===== src/rtl/mips_trace_pkg.sv =====
// Shared types and sizing helpers for the MIPS instruction-trace buffer.
package mips_trace_pkg;

   typedef logic [1:0] state_t;

   localparam state_t ST_IDLE  = 2'd0;
   localparam state_t ST_ARMED = 2'd1;
   localparam state_t ST_POST  = 2'd2;
   localparam state_t ST_DONE  = 2'd3;

   // Each entry packs {pc, instruction, wb_value}.
   localparam int ENTRY_FIELDS = 3;

   function automatic int entry_w(input int data_w);
      return ENTRY_FIELDS * data_w;
   endfunction

   function automatic int ptr_w(input int depth);
      return (depth > 1) ? $clog2(depth) : 1;
   endfunction

endpackage


===== src/rtl/mips_trace_buffer_ram.sv =====
// DEPTH x ENTRY_W register array: one synchronous write port, one asynchronous read port.
module trace_ram #(
   parameter int DEPTH   = 16,
   parameter int ENTRY_W = 96,
   parameter int PTR_W   = 4
) (
   input  logic               clk,
   input  logic               wr_en,
   input  logic [PTR_W-1:0]   wr_addr,
   input  logic [ENTRY_W-1:0] wr_dat,
   input  logic [PTR_W-1:0]   rd_addr,
   output logic [ENTRY_W-1:0] rd_dat
);

   logic [ENTRY_W-1:0] mem_q [DEPTH];

   always_ff @(posedge clk) begin
      if (wr_en) begin
         mem_q[wr_addr] <= wr_dat;
      end
   end

   assign rd_dat = mem_q[rd_addr];

endmodule


===== src/rtl/mips_trace_buffer.sv =====
// Ring-buffer capture of retired PC/instruction/wb samples, frozen on PC match or hang.
// Samples show in count one cycle after capture; readout is valid/ready, one pop per cycle.
module mips_trace_buffer
   import mips_trace_pkg::*;
#(
   parameter int DATA_W      = 32,
   parameter int DEPTH       = 16,
   parameter int POST_TRIG   = 8,
   parameter int HANG_CYCLES = 64
) (
   input  logic                       clk,
   input  logic                       reset,
   input  logic                       cap_en,
   input  logic [DATA_W-1:0]          pc,
   input  logic [DATA_W-1:0]          instruction,
   input  logic [DATA_W-1:0]          wb_value,
   input  logic                       arm,
   input  logic                       trig_en,
   input  logic [DATA_W-1:0]          trig_pc,
   input  logic                       rd_ready,
   output logic                       rd_valid,
   output logic [DATA_W-1:0]          rd_pc,
   output logic [DATA_W-1:0]          rd_instr,
   output logic [DATA_W-1:0]          rd_wb,
   output logic [$clog2(DEPTH+1)-1:0] count,
   output logic                       triggered,
   output logic                       hang,
   output logic                       busy
);

   localparam int ENTRY_W = entry_w(DATA_W);
   localparam int PTR_W   = ptr_w(DEPTH);
   localparam int CNT_W   = $clog2(DEPTH+1);
   localparam int HC_W    = $clog2(HANG_CYCLES+1);

   localparam logic [CNT_W-1:0] DEPTH_C   = CNT_W'(DEPTH);
   localparam logic [PTR_W-1:0] POST_C    = PTR_W'(POST_TRIG);
   localparam logic [HC_W-1:0]  HANG_LAST = HC_W'(HANG_CYCLES-1);

   state_t             state_q, state_d;
   logic [CNT_W-1:0]   count_q, count_d;
   logic [PTR_W-1:0]   wr_ptr_q, wr_ptr_d;
   logic [PTR_W-1:0]   post_cnt_q, post_cnt_d;
   logic [HC_W-1:0]    hang_cnt_q, hang_cnt_d;
   logic               triggered_q, triggered_d;
   logic               hang_q, hang_d;
   logic               last_valid_q, last_valid_d;
   logic [DATA_W-1:0]  last_pc_q, last_pc_d;

   logic               sampling;
   logic               sample_evt;
   logic               stuck;
   logic               pop;
   logic               wr_en;
   logic [PTR_W-1:0]   rd_addr;
   logic [ENTRY_W-1:0] rd_dat;

   assign sampling   = (state_q == ST_ARMED) || (state_q == ST_POST);
   assign sample_evt = sampling && cap_en && (!last_valid_q || (pc != last_pc_q));
   assign stuck      = sampling && cap_en && last_valid_q && (pc == last_pc_q);
   assign rd_valid   = (state_q == ST_DONE) && (count_q != '0);
   assign pop        = rd_valid && rd_ready;

   always_comb begin
      state_d      = state_q;
      count_d      = count_q;
      wr_ptr_d     = wr_ptr_q;
      post_cnt_d   = post_cnt_q;
      hang_cnt_d   = hang_cnt_q;
      triggered_d  = triggered_q;
      hang_d       = hang_q;
      last_valid_d = last_valid_q;
      last_pc_d    = last_pc_q;
      wr_en        = 1'b0;

      // arm overrides everything, including a sample presented in the same cycle
      if (arm) begin
         state_d      = ST_ARMED;
         count_d      = '0;
         wr_ptr_d     = '0;
         post_cnt_d   = '0;
         hang_cnt_d   = '0;
         triggered_d  = 1'b0;
         hang_d       = 1'b0;
         last_valid_d = 1'b0;
      end else begin
         case (state_q)
            ST_ARMED, ST_POST: begin
               if (sample_evt) begin
                  wr_en        = 1'b1;
                  wr_ptr_d     = wr_ptr_q + 1'b1;
                  last_pc_d    = pc;
                  last_valid_d = 1'b1;
                  hang_cnt_d   = '0;
                  if (count_q != DEPTH_C) begin
                     count_d = count_q + 1'b1;
                  end
                  if ((state_q == ST_ARMED) && trig_en && (pc == trig_pc)) begin
                     triggered_d = 1'b1;
                     if (POST_TRIG == 0) begin
                        state_d = ST_DONE;
                     end else begin
                        post_cnt_d = POST_C;
                        state_d    = ST_POST;
                     end
                  end else if (state_q == ST_POST) begin
                     post_cnt_d = post_cnt_q - 1'b1;
                     if (post_cnt_q == PTR_W'(1)) begin
                        state_d = ST_DONE;
                     end
                  end
               end else if (stuck) begin
                  if (hang_cnt_q == HANG_LAST) begin
                     hang_d  = 1'b1;
                     state_d = ST_DONE;
                  end else begin
                     hang_cnt_d = hang_cnt_q + 1'b1;
                  end
               end
            end
            ST_DONE: begin
               if (pop) begin
                  count_d = count_q - 1'b1;
                  if (count_q == CNT_W'(1)) begin
                     state_d = ST_IDLE;
                  end
               end else if (count_q == '0) begin
                  state_d = ST_IDLE;
               end
            end
            default: ;
         endcase
      end
   end

   always_ff @(posedge clk or posedge reset) begin
      if (reset) begin
         state_q      <= ST_IDLE;
         count_q      <= '0;
         wr_ptr_q     <= '0;
         post_cnt_q   <= '0;
         hang_cnt_q   <= '0;
         triggered_q  <= 1'b0;
         hang_q       <= 1'b0;
         last_valid_q <= 1'b0;
         last_pc_q    <= '0;
      end else begin
         state_q      <= state_d;
         count_q      <= count_d;
         wr_ptr_q     <= wr_ptr_d;
         post_cnt_q   <= post_cnt_d;
         hang_cnt_q   <= hang_cnt_d;
         triggered_q  <= triggered_d;
         hang_q       <= hang_d;
         last_valid_q <= last_valid_d;
         last_pc_q    <= last_pc_d;
      end
   end

   // Oldest entry sits count slots behind the write pointer; a full ring aliases to wr_ptr.
   assign rd_addr = wr_ptr_q - count_q[PTR_W-1:0];

   trace_ram #(
      .DEPTH   (DEPTH),
      .ENTRY_W (ENTRY_W),
      .PTR_W   (PTR_W)
   ) u_ram (
      .clk     (clk),
      .wr_en   (wr_en),
      .wr_addr (wr_ptr_q),
      .wr_dat  ({pc, instruction, wb_value}),
      .rd_addr (rd_addr),
      .rd_dat  (rd_dat)
   );

   assign rd_pc     = rd_valid ? rd_dat[ENTRY_W-1 -: DATA_W]  : '0;
   assign rd_instr  = rd_valid ? rd_dat[2*DATA_W-1 -: DATA_W] : '0;
   assign rd_wb     = rd_valid ? rd_dat[DATA_W-1:0]           : '0;
   assign count     = count_q;
   assign triggered = triggered_q;
   assign hang      = hang_q;
   assign busy      = sampling;

endmodule


===== config.mk =====
export PLATFORM = sky130hd
export DESIGN_NAME = mips_trace_buffer
export DESIGN_NICKNAME = d
export VERILOG_FILES = /design/src/rtl/mips_trace_pkg.sv /design/src/rtl/mips_trace_buffer_ram.sv /design/src/rtl/mips_trace_buffer.sv
export SDC_FILE = /design/constraint.sdc
export NUM_CORES = 2
export LEC_CHECK = 0
export ABC_CLOCK_PERIOD_IN_PS = 8200
export CAP_MARGIN = 20
export CORE_AREA = 2 2 503 505
export CTS_BUF_LIST = sky130_fd_sc_hd__clkbuf_2 sky130_fd_sc_hd__clkbuf_4 sky130_fd_sc_hd__clkbuf_8
export DETAILED_ROUTE_END_ITERATION = 6
export DIE_AREA = 0 0 505 507
export PLACE_DENSITY_LB_ADDON = 0.12
export SYNTH_ARGS = -nofsm -noshare
export SYNTH_HDL_FRONTEND = slang
export SYNTH_SLANG_ARGS = --single-unit

===== constraint.sdc =====
create_clock -name clk -period 8.2 [get_ports clk]
set_input_delay 1.64 -clock clk [delete_from_list [all_inputs] [get_ports clk]]
set_output_delay 1.64 -clock clk [all_outputs]
set_load 0.005 [all_outputs]

After elaboration in Yosys (flattened, before gate mapping)
Memories as Yosys holds them, arrays and structs flattened. Index checks and enable logic that the tools add are counted. Widths: inputs -> output; s select.

$add $sub $neg: 6. Equal/unequal tests: 21. Muxes and demuxes: 49. Bitwise operators: 1. Reduce and logical (&&, ||, !) cells: 30.

Operators by type and width (number): $mux 32 (3); $eq 32x32->1 (2); $mux 7 (5); $mux 4 (8); $ne 32x32->1 (1); $mux 2 (10); $mux 5 (4); $mux 1 (17); $ne 5x5->1 const B (3); $ne 3x3->1 const B (4); $reduce_and 3->1 (4); $pmux 5 s2 (1); $reduce_bool 2->1 (5); $reduce_bool 3->1 (3); $logic_and 1x1->1 (8); $ne 4x3->1 const B (2); $ne 4x4->1 const B (2); $reduce_and 4->1 (2); $add 7x1->7 const B (1); $eq 7x6->1 const B (1); $reduce_and 7->1 (1); $add 5x1->5 const B (1); $eq 5x1->1 const B (1); $logic_not 5->1 (1); other kinds (15) (17).

Register bits: 57. RAM bits: 1536. Input bits: 134. Memories: 1.

Memory list: u_ram.mem_q (depth 16, width 96, read ports 1, clocked after Yosys merged registers in 0, wr ports 1, RTL line mips_trace_buffer_ram.sv:15) `logic [ENTRY_W-1:0] mem_q [DEPTH];`.

Longest topological paths before layout
Depth after elaboration: 9. Depth in mapped cells: 11. Mapped depth without buffers: 10.

Hierarchy
From an unflattened synthesis, not the netlist that was laid out.

Cell total of the unflattened synthesis: 2809. Area total of the unflattened synthesis: 61590.3 um^2.

By module, submodules not included: trace_ram (times used 1, cells an instance 2364, area an instance 57433.8 um^2, sequential area each 46124.2 um^2); mips_trace_buffer (times used 1, cells an instance 445, area an instance 4156.5 um^2, sequential area each 1426.4 um^2).

Worst setup path after synthesis
Ideal clock, no wire load.

Kind: input port to flip-flop. From: in pc[4]. To: mem u_ram.mem_q[4][0], enable pin. Arrival: 4.969 ns. Data required time: 7.733 ns. Slack: 2.765 ns. Stages on the path: 8. Cells stage by stage: xnor2_1 > nand4_1 > nor4_4 > a31oi_4 > nor2b_1 > buf_6 > buf_6 > and4b_1.

Longest elaborated chain between the ends: 8.

Ends and longest elaborated chain: from (decl) (RTL line mips_trace_buffer.sv:14) `input logic [DATA_W-1:0] pc,`; $ne 32x32->1 (RTL line mips_trace_buffer.sv:59) `assign sample_evt = sampling && cap_en && (!last_valid_q || (pc != last_pc_q));`; $logic_or 1x1->1 (RTL line mips_trace_buffer.sv:59); $logic_and 1x1->1 (RTL line mips_trace_buffer.sv:59); $mux 1 (RTL line mips_trace_buffer.sv:89) `if (sample_evt) begin`; $mux 1 (RTL line mips_trace_buffer.sv:87) `case (state_q)`; $mux 1 (RTL line mips_trace_buffer.sv:77) `if (arm) begin`; $mux 1 (RTL line mips_trace_buffer_ram.sv:18) `if (wr_en) begin`; $mux 1 (implied by the code) (RTL line mips_trace_buffer_ram.sv:19) `mem_q[wr_addr] <= wr_dat;`; to (decl) (RTL line mips_trace_buffer_ram.sv:15).

No other way between the ends.

Worst setup path in the final report
From: reg wr_ptr_q[0]. To: out rd_wb[0].

Longest elaborated chain between the ends: 3.

Ends and longest elaborated chain: from (decl) (RTL line mips_trace_buffer.sv:42) `logic [PTR_W-1:0] wr_ptr_q, wr_ptr_d;`; from (signal assigned) (RTL line mips_trace_buffer.sv:150) `wr_ptr_q <= wr_ptr_d;`; $sub 4x4->4 (RTL line mips_trace_buffer.sv:161) `assign rd_addr = wr_ptr_q - count_q[PTR_W-1:0];`; $mem_v2 16x96; $mux 32 (RTL line mips_trace_buffer.sv:178) `assign rd_wb = rd_valid ? rd_dat[DATA_W-1:0] : '0;`; to (decl) (RTL line mips_trace_buffer.sv:24) `output logic [DATA_W-1:0] rd_wb,`.

No other way between the ends.

==> reports/results.txt <==
Outcome: finished, final reports clean
Cell chosen for the clock root: clkbuf_8
Clk Latency, worst-skew pair: 1030 ps
Setup violators final: 0
DIE HEIGHT: 507 um
Top cells by count, synth: edfxtp_1 (1536), mux4_2 (384), a211oi_1 (193)
Number of H-tree levels: 5
Antenna Nets Post-Route: 0
Vias/cell: 4.44
Min-delay src: post_cnt_q[3]
TritonCTS clock tree: done
Post-CTS setup buffers: 0
Leak: 23.8 nW
Post-DP Area: 0.0694 sq mm
Max_cap viols: 0
Routed wire length: 176000 um
Worst Setup Start Kind: flop
Pin count of the biggest net entering global routing: 118
Synth top area share: 0.739
Synth-to-Final Area Change: 20.3%
Fin nets: 3445
Remaining DRCs: 0
Drt pass-1 iters: 5
Final core utilization: 0.300
Type of the worst setup path: reg2out
Core area: 0.250 sq mm
RSZ-0062 raised after global routing: no
Syn Nets: 2966
Crit path to: rd_wb[0]
Iter 0 DRT Violations: 2064
Vias in the first global route: 33663
Final count of hold timing violations: 0
RR Endpoint: u_ram.mem_q[11][95]
R2r worst-path depth: 7
Most numerous cell in the Yosys netlist: edfxtp_1
Drt wl/cell: 25.6 um
Slew HR: 0.177
Largest area contributor in the netlist: edfxtp_1
Netlist cell types: 59
Max incr delay on CP: 1410 ps
Fillcell total: 24494
Worst path cell trace: inv_1 > ha_4 > fa_4 > buf_4 > buf_4 > mux4_2 > nor2b_1 > a211oi_1 > a211oi_1 > clkdlybuf4s50_1
CP arrival: 5710 ps
Minimum clock period: 7350 ps
Post-Synthesis Mean Instance Area: 22.2 sq um
Tcrit/Tclk final: 0.897
Hold crit path type: reg2reg
Crit Path Max Fanout: 51
Cells after Synth: 2814
CTS sink count: 1593
Layout cell share with drive strength beyond 1: 0.279
EDFF count, synth: 1536
Levels on crit path: 10
Number of cells on the worst hold path: 1
Sequential-to-total area share from yosys stat: 0.762
Setup TNS Final: 0 ps
Initial antenna violation count: 11
Synth Flop Type: edfxtp_1
Design area: 0.0751 sq mm
Critical path origin: wr_ptr_q[0]
First-pass GRT wire length: 249000 um
Grt ovf: 0
R2R Path Start: state_q[0]
Synth Register Bits: 1593
Tot GR Track Use: 0.136
DP HPWL: 90600 um
CTS max path bufs: 4
Inst Count DP: 6333
Via count: 30465
WP data required: 6560 ps
Final RePlAce weighted congestion: 0.676
Buffers on Ports: 238
Endpoint type of the worst setup path: output pin
# resized after CTS: 0
Top cells by area, synth: edfxtp_1 (74%), mux4_2 (14%), a211oi_1 (2.3%)
Reg2Reg Setup Slack: 3830 ps
Number of buffers and inverters on the critical path: 4
Tot Pwr: 26.6 mW
Kind of cell adding the most delay to the critical path: buffers and inverters
I/O Pins: 239
Final max-slew violation count: 0
CTS buffer count: 305
Clk slew on worst S/H paths: 60 ps
Final std cells w/o fill: 6860
Initial Utilization: 0.249
PD cells: 355 mW/mm^2
Max IR drop VDD: 0.515 mV
Chip Width: 505 um
Async SR Flop Fraction: 0.0358
Worst clock skew: 104 ps
Ys Warns: 0
Post-Syn Area: 0.0624 sq mm
CP max-delay cell: fa_4
Worst-Margin Slew: 1230 ps
Die Area: 0.256 sq mm
CTS Hold Bufs: 0
Site Rows: 184
F_max: 136 MHz
## routing by layer
metal | routed length, um | global-route usage | vias to the layer above
li1 | - | - | 12889
met1 | 81400 | 0.187 | 16552
met2 | 83000 | 0.219 | 784
met3 | 8180 | 0.0278 | 240
met4 | 3140 | 0.0356 | 0
met5 | 0 | 0 | -
## where the power goes
group / internal, mW / switching [mW] / total [mW] / leakage, nW
logic: 4.57 / 5.42 / 9.99 / 6.32
registers: 9.19 / 0.115 / 9.30 / 14.5
clock network: 4.03 / 3.30 / 7.33 / 2.93
## worst min-delay path by stage
stage / to
after floorplan: post_cnt_q[3]
after global placement: post_cnt_q[3]
after detailed placement: post_cnt_q[3]
after CTS: post_cnt_q[3]
after global routing: post_cnt_q[3]
final: post_cnt_q[3]
## cell usage in the layout (no fill, tap or decap), types with 6 or more instances in the layout
cell and count:
o21ai_0 6, dfrtp_1 57, nand2_1 13, mux2_4 33
xnor2_1 34, nor4_1 8, edfxtp_1 1536, ha_1 16
a211oi_1 193, diode_2 8, nor2b_1 100, mux4_2 384
a21oi_1 11, clkdlybuf4s50_1 238, clkinv_2 31, clkinv_1 89
inv_1 12, buf_4 61, mux2i_1 98, xor2_1 37
nor3_1 6, clkbuf_8 318, nand4_1 11, clkinvlp_4 7
nor2_1 28, clkbuf_4 68, buf_12 33
## area by class of cell
type                       count  area, sq um  area share
inverter                      14         52.6    0.000700
clock buffer                 386         4890      0.0651
multi-input combinational   1045        14100       0.188
antenna                        8         20.0    0.000267
tap                         3348         4190      0.0558
sequential                  1593        47600       0.633
timing repair buffer         334         3530      0.0470
clock inverter               132          692     0.00922
## cells by family after synthesis
| family | share of synthesized area |
|---|---|
| simple gates | 0.0201 |
| xor+xnor | 0.0104 |
| mux | 0.162 |
| fa+ha+maj | 0.00373 |
| flops | 0.762 |
| buf+inv | 0.0130 |
| compound gates | 0.0280 |
## flip-flops by register name, summed over array words and instances (netlist names)
register,count
state_q,2
last_valid_q,1
wr_ptr_q,4
triggered,1
post_cnt_q,4
u_ram.mem_q,1536
hang,1
last_pc_q,32
count,5
hang_cnt_q,7
## per-stage QoR
| step | hold slack, ps | setup slack, ps |
|---|---|---|
| 3_3_place_gp | 480 | 1870 |
| 2_1_floorplan | 460 | 2760 |
| 5_1_grt | 518 | 493 |
| 6_report | 498 | 848 |
| 4_1_cts | 496 | 637 |
| 3_5_place_dp | 487 | 1830 |
Power figures use the tool's default switching activity.
